[config.mk]
export PLATFORM = sky130hd
export DESIGN_NAME = mem_port_arbiter
export DESIGN_NICKNAME = d
export VERILOG_FILES = /design/src/rtl/mem_arb_pkg.sv /design/src/rtl/mem_lane_align.sv /design/src/rtl/mem_port_arbiter.sv
export SDC_FILE = /design/constraint.sdc
export NUM_CORES = 1
export LEC_CHECK = 0
export ABC_AREA = 1
export CORE_MARGIN = 8
export CORE_UTILIZATION = 40
export DETAILED_ROUTE_END_ITERATION = 12
export PLACE_DENSITY = 0.77
export SLEW_MARGIN = 5
export SYNTH_ARGS = -nofsm -noshare
export SYNTH_HDL_FRONTEND = slang
export SYNTH_SLANG_ARGS = --single-unit
[constraint.sdc]
create_clock -name clk -period 1.3 [get_ports clk]
set_input_delay 0.26 -clock clk [delete_from_list [all_inputs] [get_ports clk]]
set_output_delay 0.26 -clock clk [all_outputs]
set_load 0.02 [all_outputs]
[src/rtl/mem_arb_pkg.sv]
// Shared definitions for the unified memory port arbiter.
//   state_t : arbiter FSM states (IDLE / ACCESS / RESP)
//   owner_t : which requester owns the current access (OWN_IF / OWN_D)
//   SZ_B/SZ_H/SZ_W : d_size encodings; encoding 3 is reserved and rejected
package mem_arb_pkg;

  typedef enum logic [1:0] {
    IDLE   = 2'd0,
    ACCESS = 2'd1,
    RESP   = 2'd2
  } state_t;

  typedef enum logic {
    OWN_IF = 1'b0,
    OWN_D  = 1'b1
  } owner_t;

  localparam logic [1:0] SZ_B = 2'd0;
  localparam logic [1:0] SZ_H = 2'd1;
  localparam logic [1:0] SZ_W = 2'd2;

endpackage

[src/rtl/mem_lane_align.sv]
// Combinational byte-lane helper for the data path.
// Store side (fed with the live request):
//   st_size, st_addr_lo, st_wdata -> st_be, st_wdata_lane, st_misaligned
// Load side (fed with the latched access and the memory word):
//   ld_size, ld_addr_lo, ld_unsigned, ld_word -> ld_data (right-aligned, extended)
module mem_lane_align
  import mem_arb_pkg::*;
(
  input  logic [1:0]  st_size,
  input  logic [1:0]  st_addr_lo,
  input  logic [31:0] st_wdata,
  output logic [3:0]  st_be,
  output logic [31:0] st_wdata_lane,
  output logic        st_misaligned,
  input  logic [1:0]  ld_size,
  input  logic [1:0]  ld_addr_lo,
  input  logic        ld_unsigned,
  input  logic [31:0] ld_word,
  output logic [31:0] ld_data
);

  logic [31:0] ld_shifted;

  always_comb begin
    st_be         = 4'b1111;
    st_wdata_lane = st_wdata;
    st_misaligned = 1'b0;
    case (st_size)
      SZ_B: begin
        st_be         = 4'b0001 << st_addr_lo;
        st_wdata_lane = {4{st_wdata[7:0]}};
      end
      SZ_H: begin
        st_be         = st_addr_lo[1] ? 4'b1100 : 4'b0011;
        st_wdata_lane = {2{st_wdata[15:0]}};
        st_misaligned = st_addr_lo[0];
      end
      SZ_W:    st_misaligned = (st_addr_lo != 2'b00);
      default: st_misaligned = 1'b1;  // reserved size
    endcase
  end

  // Bring the addressed lane down to bit 0, then extend by size.
  assign ld_shifted = ld_word >> {ld_addr_lo, 3'b000};

  always_comb begin
    ld_data = ld_word;
    case (ld_size)
      SZ_B: ld_data = ld_unsigned ? {24'h0, ld_shifted[7:0]}
                                  : {{24{ld_shifted[7]}}, ld_shifted[7:0]};
      SZ_H: ld_data = ld_unsigned ? {16'h0, ld_shifted[15:0]}
                                  : {{16{ld_shifted[15]}}, ld_shifted[15:0]};
      default: ld_data = ld_word;
    endcase
  end

endmodule

[src/rtl/mem_port_arbiter.sv]
// Arbitrates the single unified memory port between instruction fetch and
// the load/store data path, one access at a time, with request/done
// handshakes.
// Handshake: a requester raises its req level and holds it (with stable
// address/attributes) until it sees its one-cycle done pulse; requests are
// only sampled in IDLE, so a req dropped on the edge after done is never
// serviced twice. mem_ready is honoured only while mem_en is high.
// Ports:
//   clk, rst_n (async active-low), halt (blocks new grants)
//   if_req/if_addr -> if_done/if_rdata          fetch requester
//   d_req/d_we/d_size/d_unsigned/d_addr/d_wdata -> d_done/d_err/d_rdata
//   mem_en/mem_we/mem_be/mem_addr/mem_wdata, mem_rdata/mem_ready  memory side
//   busy      : FSM not in IDLE
//   dbg_state : raw FSM state for observation
// Build option: define MEM_ARB_RR_EN for round-robin arbitration; otherwise
// data always has fixed priority over fetch.
module mem_port_arbiter
  import mem_arb_pkg::*;
#(
  parameter int ADDR_W = 32
) (
  input  logic              clk,
  input  logic              rst_n,
  input  logic              halt,
  input  logic              if_req,
  input  logic [ADDR_W-1:0] if_addr,
  output logic              if_done,
  output logic [31:0]       if_rdata,
  input  logic              d_req,
  input  logic              d_we,
  input  logic [1:0]        d_size,
  input  logic              d_unsigned,
  input  logic [ADDR_W-1:0] d_addr,
  input  logic [31:0]       d_wdata,
  output logic              d_done,
  output logic              d_err,
  output logic [31:0]       d_rdata,
  output logic              mem_en,
  output logic              mem_we,
  output logic [3:0]        mem_be,
  output logic [ADDR_W-1:0] mem_addr,
  output logic [31:0]       mem_wdata,
  input  logic [31:0]       mem_rdata,
  input  logic              mem_ready,
  output logic              busy,
  output logic [1:0]        dbg_state
);

  state_t            state;
  owner_t            owner_q;
  logic [ADDR_W-1:0] addr_q;
  logic              we_q;
  logic              uns_q;
  logic              err_q;
  logic [1:0]        size_q;
  logic [3:0]        be_q;
  logic [31:0]       wdata_q;

  logic [3:0]        st_be;
  logic [31:0]       st_wdata_lane;
  logic              st_misaligned;
  logic [31:0]       ld_data;

  logic              grant_any;
  logic              grant_d;

  mem_lane_align u_align (
    .st_size       (d_size),
    .st_addr_lo    (d_addr[1:0]),
    .st_wdata      (d_wdata),
    .st_be         (st_be),
    .st_wdata_lane (st_wdata_lane),
    .st_misaligned (st_misaligned),
    .ld_size       (size_q),
    .ld_addr_lo    (addr_q[1:0]),
    .ld_unsigned   (uns_q),
    .ld_word       (mem_rdata),
    .ld_data       (ld_data)
  );

`ifdef MEM_ARB_RR_EN
  // rr_ptr names the requester that wins the next tie.
  owner_t rr_ptr;
  assign grant_d = d_req && (!if_req || rr_ptr == OWN_D);
`else
  assign grant_d = d_req;
`endif
  assign grant_any = !halt && (d_req || if_req);

  always_ff @(posedge clk or negedge rst_n) begin
    if (!rst_n) begin
      state    <= IDLE;
      owner_q  <= OWN_IF;
      addr_q   <= '0;
      we_q     <= 1'b0;
      uns_q    <= 1'b0;
      err_q    <= 1'b0;
      size_q   <= SZ_W;
      be_q     <= 4'b0000;
      wdata_q  <= 32'h0;
      if_rdata <= 32'h0;
      d_rdata  <= 32'h0;
`ifdef MEM_ARB_RR_EN
      rr_ptr   <= OWN_D;
`endif
    end else begin
      case (state)
        IDLE: begin
          if (grant_any) begin
`ifdef MEM_ARB_RR_EN
            rr_ptr <= grant_d ? OWN_IF : OWN_D;
`endif
            if (grant_d) begin
              owner_q <= OWN_D;
              addr_q  <= d_addr;
              we_q    <= d_we;
              uns_q   <= d_unsigned;
              size_q  <= d_size;
              be_q    <= st_be;
              wdata_q <= st_wdata_lane;
              err_q   <= st_misaligned;
              // Rejected accesses skip the memory entirely.
              state   <= st_misaligned ? RESP : ACCESS;
            end else begin
              owner_q <= OWN_IF;
              addr_q  <= if_addr;
              we_q    <= 1'b0;
              uns_q   <= 1'b0;
              size_q  <= SZ_W;
              be_q    <= 4'b1111;
              wdata_q <= 32'h0;
              err_q   <= 1'b0;
              state   <= ACCESS;
            end
          end
        end
        ACCESS: begin
          if (mem_ready) begin
            if (owner_q == OWN_IF) begin
              if_rdata <= mem_rdata;
            end else if (!we_q) begin
              d_rdata <= ld_data;
            end
            state <= RESP;
          end
        end
        RESP:    state <= IDLE;
        default: state <= IDLE;
      endcase
    end
  end

  // Memory-side and completion outputs are pure decodes of registered state,
  // so they all drop to 0 the moment reset asserts.
  assign mem_en    = (state == ACCESS);
  assign mem_we    = mem_en && we_q;
  assign mem_be    = mem_en ? be_q : 4'b0000;
  assign mem_addr  = mem_en ? {addr_q[ADDR_W-1:2], 2'b00} : '0;
  assign mem_wdata = mem_en ? wdata_q : 32'h0;
  assign if_done   = (state == RESP) && (owner_q == OWN_IF);
  assign d_done    = (state == RESP) && (owner_q == OWN_D);
  assign d_err     = d_done && err_q;
  assign busy      = (state != IDLE);
  assign dbg_state = state;

endmodule

==> run_results.csv, run 1 <==
group,metric,value,unit
sta,finalSetupViolCount,215,
sta,period_share,149,%
status,violations,"negative setup slack",
floorplanning,die_w,151,um
final_layout,drive_gt1_share,44.6,%
clock_tree,clk_pin_slew,0.07,ns
grt,gr-total-overflow,0,
floorplanning,initial_core_util,40.7,%
worst_setup_path,r2r_cells,10,
final_layout,area_delta_synth_final,93.1,%
synth,synth_area,0.00729,mm^2
grt,antenna_found_initial,0,
clock_tree,clock_path_buffers,2,
drt,viasPerCell,5.50,
floorplanning,core,0.0179,mm^2
sta,fin_worst_skew,0.0124,ns
pwr,p_leak,6.62,nW
sta,fmax,0.517,GHz
synth,syn-instance-count,926,
worst_setup_path,cp_data_arrival_time,1.67,ns
worst_setup_path,worst_ep_required_time,1.04,ns
drt,num_vias,8772,
run,maxCapViolations,0,
synth,ys_ff_latch,140,
sta,whs,0.327,ns
placed_design,dp.cells,1518,
status,status,"finished with violations",
floorplanning,placementRows,49,
pwr,peakVddDrop,1180,uV
worst_setup_path,path_class,"reg2out",
drt,final_antenna_net_count,0,
placed_design,placed_cell_area,0.0119,mm^2
final_layout,diodes,0,
sta,slew_violations,0,
final_layout,fin_nets,1492,
worst_setup_path,rr_startpoint,"dbg_state[0]",
synth,netlist.area_leader.share,47.7,%
drt,drt_wl_total,36400,um
grt,grt_pass1_vias,8611,
sta,setup_ws,-0.633,ns
clock_tree,cts_root_buffer,"clkbuf_16",
pwr,powerDensity,1870,mW/mm^2
sta,hold_viol,0,
final_layout,fin_area,0.0141,mm^2
grt,grt_start_max_net_pins,49,
drt,drc,0,
clock_tree,numClockSinks,140,
synth,postSynthAreaPerCell,7.87,um^2
drt,drt_iter0_drc,647,
grt,grt_use_total,26.3,%
placed_design,dpl.hpwl,20900,um
synth,yosysSeqAreaShare,48.1,%
synth,yosysWarningCount,0,
sta,tns,-101.76,ns
sta,worst_pin_slew,0.641,ns
placed_design,pre_cts_ws,-0.674,ns
sta,grt_setup_unrepaired,"true",
clock_tree,cts_tree,"built",
grt,grt_pass1_wl,46500,um
worst_setup_path,reg2reg_to,"d_rdata[10]",
worst_setup_path,endpoint_kind,"primary output",
worst_setup_path,r2r_slack,-0.56,ns
synth,synth_top_area_cell,"dfrtp_1",
synth,yosys-top-cells-area,"dfrtp_1 48%, nor2_1 9.9%, nand2_1 7.2%",
clock_tree,clkLatencyLatePin,0.43,ns
final_layout,finalNonFillerCells,1596,
worst_setup_path,startpoint,"dbg_state[1]",
sta,relSlewSlack,56.8,%
drt,post_drt_wl_per_cell,22.8,um
floorplanning,die_area,0.0228,mm^2
drt,dr.pass1.iters,6,
worst_setup_path,cp-start-kind,"flip-flop",
clock_tree,cts_buffers,17,
worst_setup_path,cp_max_fo,3,
synth,yosysUniqueCellTypes,35,
placed_design,gpl.final_weighted_congestion,0.912,
worst_hold_path,min_path_type,"in2async",
placed_design,numPortBuffers,275,
clock_tree,htreeDepth,4,
sta,fin_crit,1.93,ns
floorplanning,die_h,151,um
floorplanning,io_pins,278,
[stage by stage]
step / utilization [%] / total power, mW
2_1_floorplan: - / 13.3
3_3_place_gp: 66.3 / 18.6
3_5_place_dp: 66.3 / 18.9
4_1_cts: 70.9 / 23.7
5_1_grt: 78.6 / 27.4
6_report: 78.6 / 26.3
[worst max path at each step]
stage / cells after the start / slack (ns) / to
final: 5 / -0.63 / d_err
after global routing: 5 / -0.67 / d_err
after CTS: 5 / -0.58 / mem_wdata[21]
after detailed placement: 6 / -0.67 / addr_q[12]
after global placement: 6 / -0.54 / addr_q[22]
after floorplan: 6 / -0.27 / if_rdata[0]
[synth_stat cells, drive strengths merged]
cell type / count
o211ai: 15
a22o: 1
a22oi: 4
dfrtp: 139
o21ai: 44
inv: 143
mux2: 14
dfstp: 1
or2: 16
nor2: 199
nand3: 37
o221ai: 2
conb: 1
nand2: 142
a21oi: 53
o21a: 1
o22ai: 26
clkbuf: 18
o31ai: 30
and2: 1
buf: 37
nor3: 2
[layout make-up]
type,instances,area [um^2]
timing repair buffer,462,4760
multi-input combinational,590,4360
fill,1029,3830
sequential,140,3510
inverter,143,564
clock buffer,20,457
tap,229,287
clock inverter,12,135
[per-layer routing]
layer	track usage (%)	up-vias	part of all wire [%]
met1	30.0	4244	34
met5	0	-	0
met3	7.56	158	10
met2	45.9	563	51
met4	9.85	0	5.2
li1	-	3807	-
[kinds of logic after synthesis]
kind of cell | synth area share [%]
flops | 48.1
buf+inv | 11.7
compound gates | 15.2
simple gates | 22.8
other cells | 0.0515
mux | 2.16
[flip-flops by register name, indices dropped and copies added, names as in the netlist]
register	count
wdata_q	32
err_q	1
if_rdata	32
be_q	4
size_q	2
owner_q	1
we_q	1
d_rdata	32
uns_q	1
dbg_state	2
addr_q	32
[cells in the final DEF (no fill, tap or decap), drive strengths merged]
master,netlist,routed
inv,143,144
a22oi,4,4
dlygate4sd3,0,1
clkbuf,18,33
or2,16,16
nand2,142,143
dfrtp,139,139
o31ai,30,30
nor2,199,199
o221ai,2,2
o21a,1,1
o21ai,44,44
mux2,14,14
nor3,2,2
buf,37,311
clkinv,0,8
bufinv,0,2
a22o,1,1
bufbuf,0,1
clkinvlp,0,1
o211ai,15,15
o22ai,26,26
a21oi,53,53
dfstp,1,1
nand3,37,37
and2,1,1
clkdlybuf4s50,0,136
conb,1,2
[power breakdown]
part	switching [mW]	internal [mW]	total [mW]
clock network	2.07	2.95	5.02
registers	1.15	6.11	7.26
logic	7.66	6.34	14.0
[worst max-delay path: stages, from the launching register on]
cell	delay, ns
dfrtp_2	0.40
clkinv_4	0.10
buf_4	0.16
nor3_2	0.22
and2_1	0.20
buf_4	0.15
[repair_timing]
action,CTS,global route
gates resized for setup,681,235
cloned,12,16
setup endpoints to repair,278,214
pin swaps,5,24
buffers inserted,8,14
endpoints found under the hold margin,28,0
hold buffers,1,0
Power figures use the tool's default switching activity.
==> run 2: changes to the inputs <==
CORE_UTILIZATION = 45   (was 40)
DONT_BUFFER_PORTS = 1   (was default)
PLACE_DENSITY = default   (was 0.77)
==> run_results.csv, run 2 (same netlist as run 1, synthesis figures left out) <==
group,metric,value,unit
status,status,"finished with violations",
status,violations,"negative hold slack, negative setup slack",
sta,setup_ws,-0.429,ns
placed_design,numPortBuffers,0,
clock_tree,cts_root_buffer,"clkbuf_16",
worst_setup_path,cp_max_fo,7,
clock_tree,htreeDepth,4,
clock_tree,ctsHoldBuffers,27,
worst_setup_path,cp_slowest_cell,"dfrtp_2",
floorplanning,die_w,143,um
grt,grt_pass1_vias,6994,
final_layout,fin_nets,1172,
drt,final_antenna_net_count,0,
clock_tree,clkLatencyLatePin,0.42,ns
drt,viasPerCell,5.45,
worst_setup_path,endpoint_kind,"primary output",
pwr,p_leak,5.02,nW
pwr,peakVddDrop,993,uV
worst_setup_path,worst_ep_required_time,1.04,ns
floorplanning,die_h,143,um
drt,drc,0,
worst_setup_path,cp_slowest_stage_delay,0.40,ns
floorplanning,core,0.0159,mm^2
grt,grt_start_max_net_pins,141,
grt,grt_pass1_wl,38900,um
pwr,powerDensity,2040,mW/mm^2
worst_hold_path,min_path_type,"in2async",
sta,hold_viol,140,
placed_design,dpl.hpwl,17300,um
pwr,p_total,22.8,mW
grt,grtUsageMet1,28.4,%
floorplanning,io_pins,278,
sta,whs,-0.470,ns
sta,worst_pin_slew,0.513,ns
run,maxCapViolations,0,
final_layout,finalNonFillerCells,1263,
clock_tree,cts_buffers,17,
final_layout,drive_gt1_share,39.3,%
sta,finalSetupViolCount,213,
drt,drt_iter0_drc,460,
final_layout,diodes,0,
sta,period_share,133,%
final_layout,fin_area,0.0111,mm^2
sta,grt_setup_unrepaired,"true",
grt,met2_usage,42.2,%
placed_design,dp.cells,1164,
floorplanning,die_area,0.0205,mm^2
clock_tree,clock_path_buffers,2,
final_layout,final_cell_mix,"137 x dfrtp_1, 135 x inv_1, 103 x nand2_1, 103 x nor2_1, 86 x nor2_4",
floorplanning,initial_core_util,45.9,%
sta,slew_violations,0,
grt,gr-max-usage-layer,"met2",
drt,num_vias,6885,
final_layout,fillers,1195,
placed_design,placed_cell_area,0.00853,mm^2
sta,relSlewSlack,65.7,%
final_layout,area_delta_synth_final,53.0,%
worst_setup_path,crit_chain,"buf_12, nand2_8, buf_16, nor2_4",
sta,fin_crit,1.73,ns
worst_setup_path,r2r_cells,7,
placed_design,gpl.final_weighted_congestion,0.850,
worst_setup_path,cp-start-kind,"flip-flop",
clock_tree,clk_pin_slew,0.07,ns
worst_setup_path,path_class,"reg2out",
sta,fin_worst_skew,0.0121,ns
floorplanning,placementRows,46,
clock_tree,numClockSinks,140,
final_layout,fin_util,70.2,%
sta,fmax,0.578,GHz
clock_tree,cts_tree,"built",
grt,antenna_found_initial,0,
grt,gr-total-overflow,0,
grt,grt_use_total,24.8,%
final_layout,layout_commonest_cell,"dfrtp_1",
drt,dr.pass1.iters,5,
drt,post_drt_wl_per_cell,21.3,um
worst_setup_path,cp_data_arrival_time,1.47,ns
drt,drt_wl_total,26900,um
grt,grt_use_met3,7.68,%
-- run 2: cell types whose count changed in the layout (fill, tap and decap cells not counted), moves of 13 or more --
cell,delta
buf_12,-18
clkdlybuf4s50_1,-136
dlygate4sd3_1,+26
nor2_1,-13
buf_6,-55
buf_2,-65
buf_4,-73
-- run 2: worst max-delay path, delay by kind of cell, from the launching register on --
kind                   cells  cell delay [ns]
AND/OR/NAND/NOR            2             0.31
buffers and inverters      2             0.32
flip-flops                 1             0.40
-- run 2: per-stage QoR --
step / setup WS (ns) / TNS [ns]
floorplan: -0.267 / -19.92
global placement: -0.113 / -11.22
detailed placement: -0.161 / -13.50
CTS: -0.455 / -69.58
global route: -0.474 / -83.35
finish: -0.429 / -73.74
-- run 2: repair_timing --
action                     4_1_cts  5_1_grt
cloned                          12       11
setup endpoints to repair      210      213
buffers inserted                15        9
hold endpoints to repair       173      140
resized for setup               93      186
pin swaps                       17       47
-- run 2: metal layers --
| layer | wire length (um) | part of all wire [%] |
|---|---|---|
| met1 | 10000 | 37 |
| met2 | 13900 | 52 |
| met3 | 2350 | 8.7 |
| met4 | 625 | 2.3 |
| met5 | 0 | 0 |
-- run 2: power breakdown --
part	total [mW]	switching, mW	leakage, nW	internal (mW)
Combinational	9.18	5.11	3.04	4.06
Sequential	8.49	2.39	1.68	6.10
Clock	5.09	2.03	0.297	3.06
Total	22.8	9.53	5.02	13.2
-- run 2: path summary, 6_finish.rpt --
| check | start | end | slack [ns] |
|---|---|---|---|
| worst min register to register | addr_q[29] | addr_q[29] | 0.49 |
| worst max register to register | dbg_state[1] | if_rdata[6] | -0.42 |
| max in group asynchronous | rst_n | size_q[1] | 1.50 |
| worst min-delay path | rst_n | d_rdata[5] | -0.47 |
| worst max-delay path | dbg_state[0] | mem_wdata[0] | -0.43 |
| min in group clk | d_size[0] | size_q[0] | 0.01 |
-- run 2: cell type report --
type                    count  area [um^2]  share of cell area (%)
repair buffers            140         1780                    16.0
multi-input cells         590         4370                    39.2
inverters                 143          581                    5.21
clock buffers              17          425                    3.82
flip-flops and latches    140         3510                    31.5
repair inverters            2         27.5                   0.247
clock inverters            15          188                    1.68
well taps                 216          270                    2.42
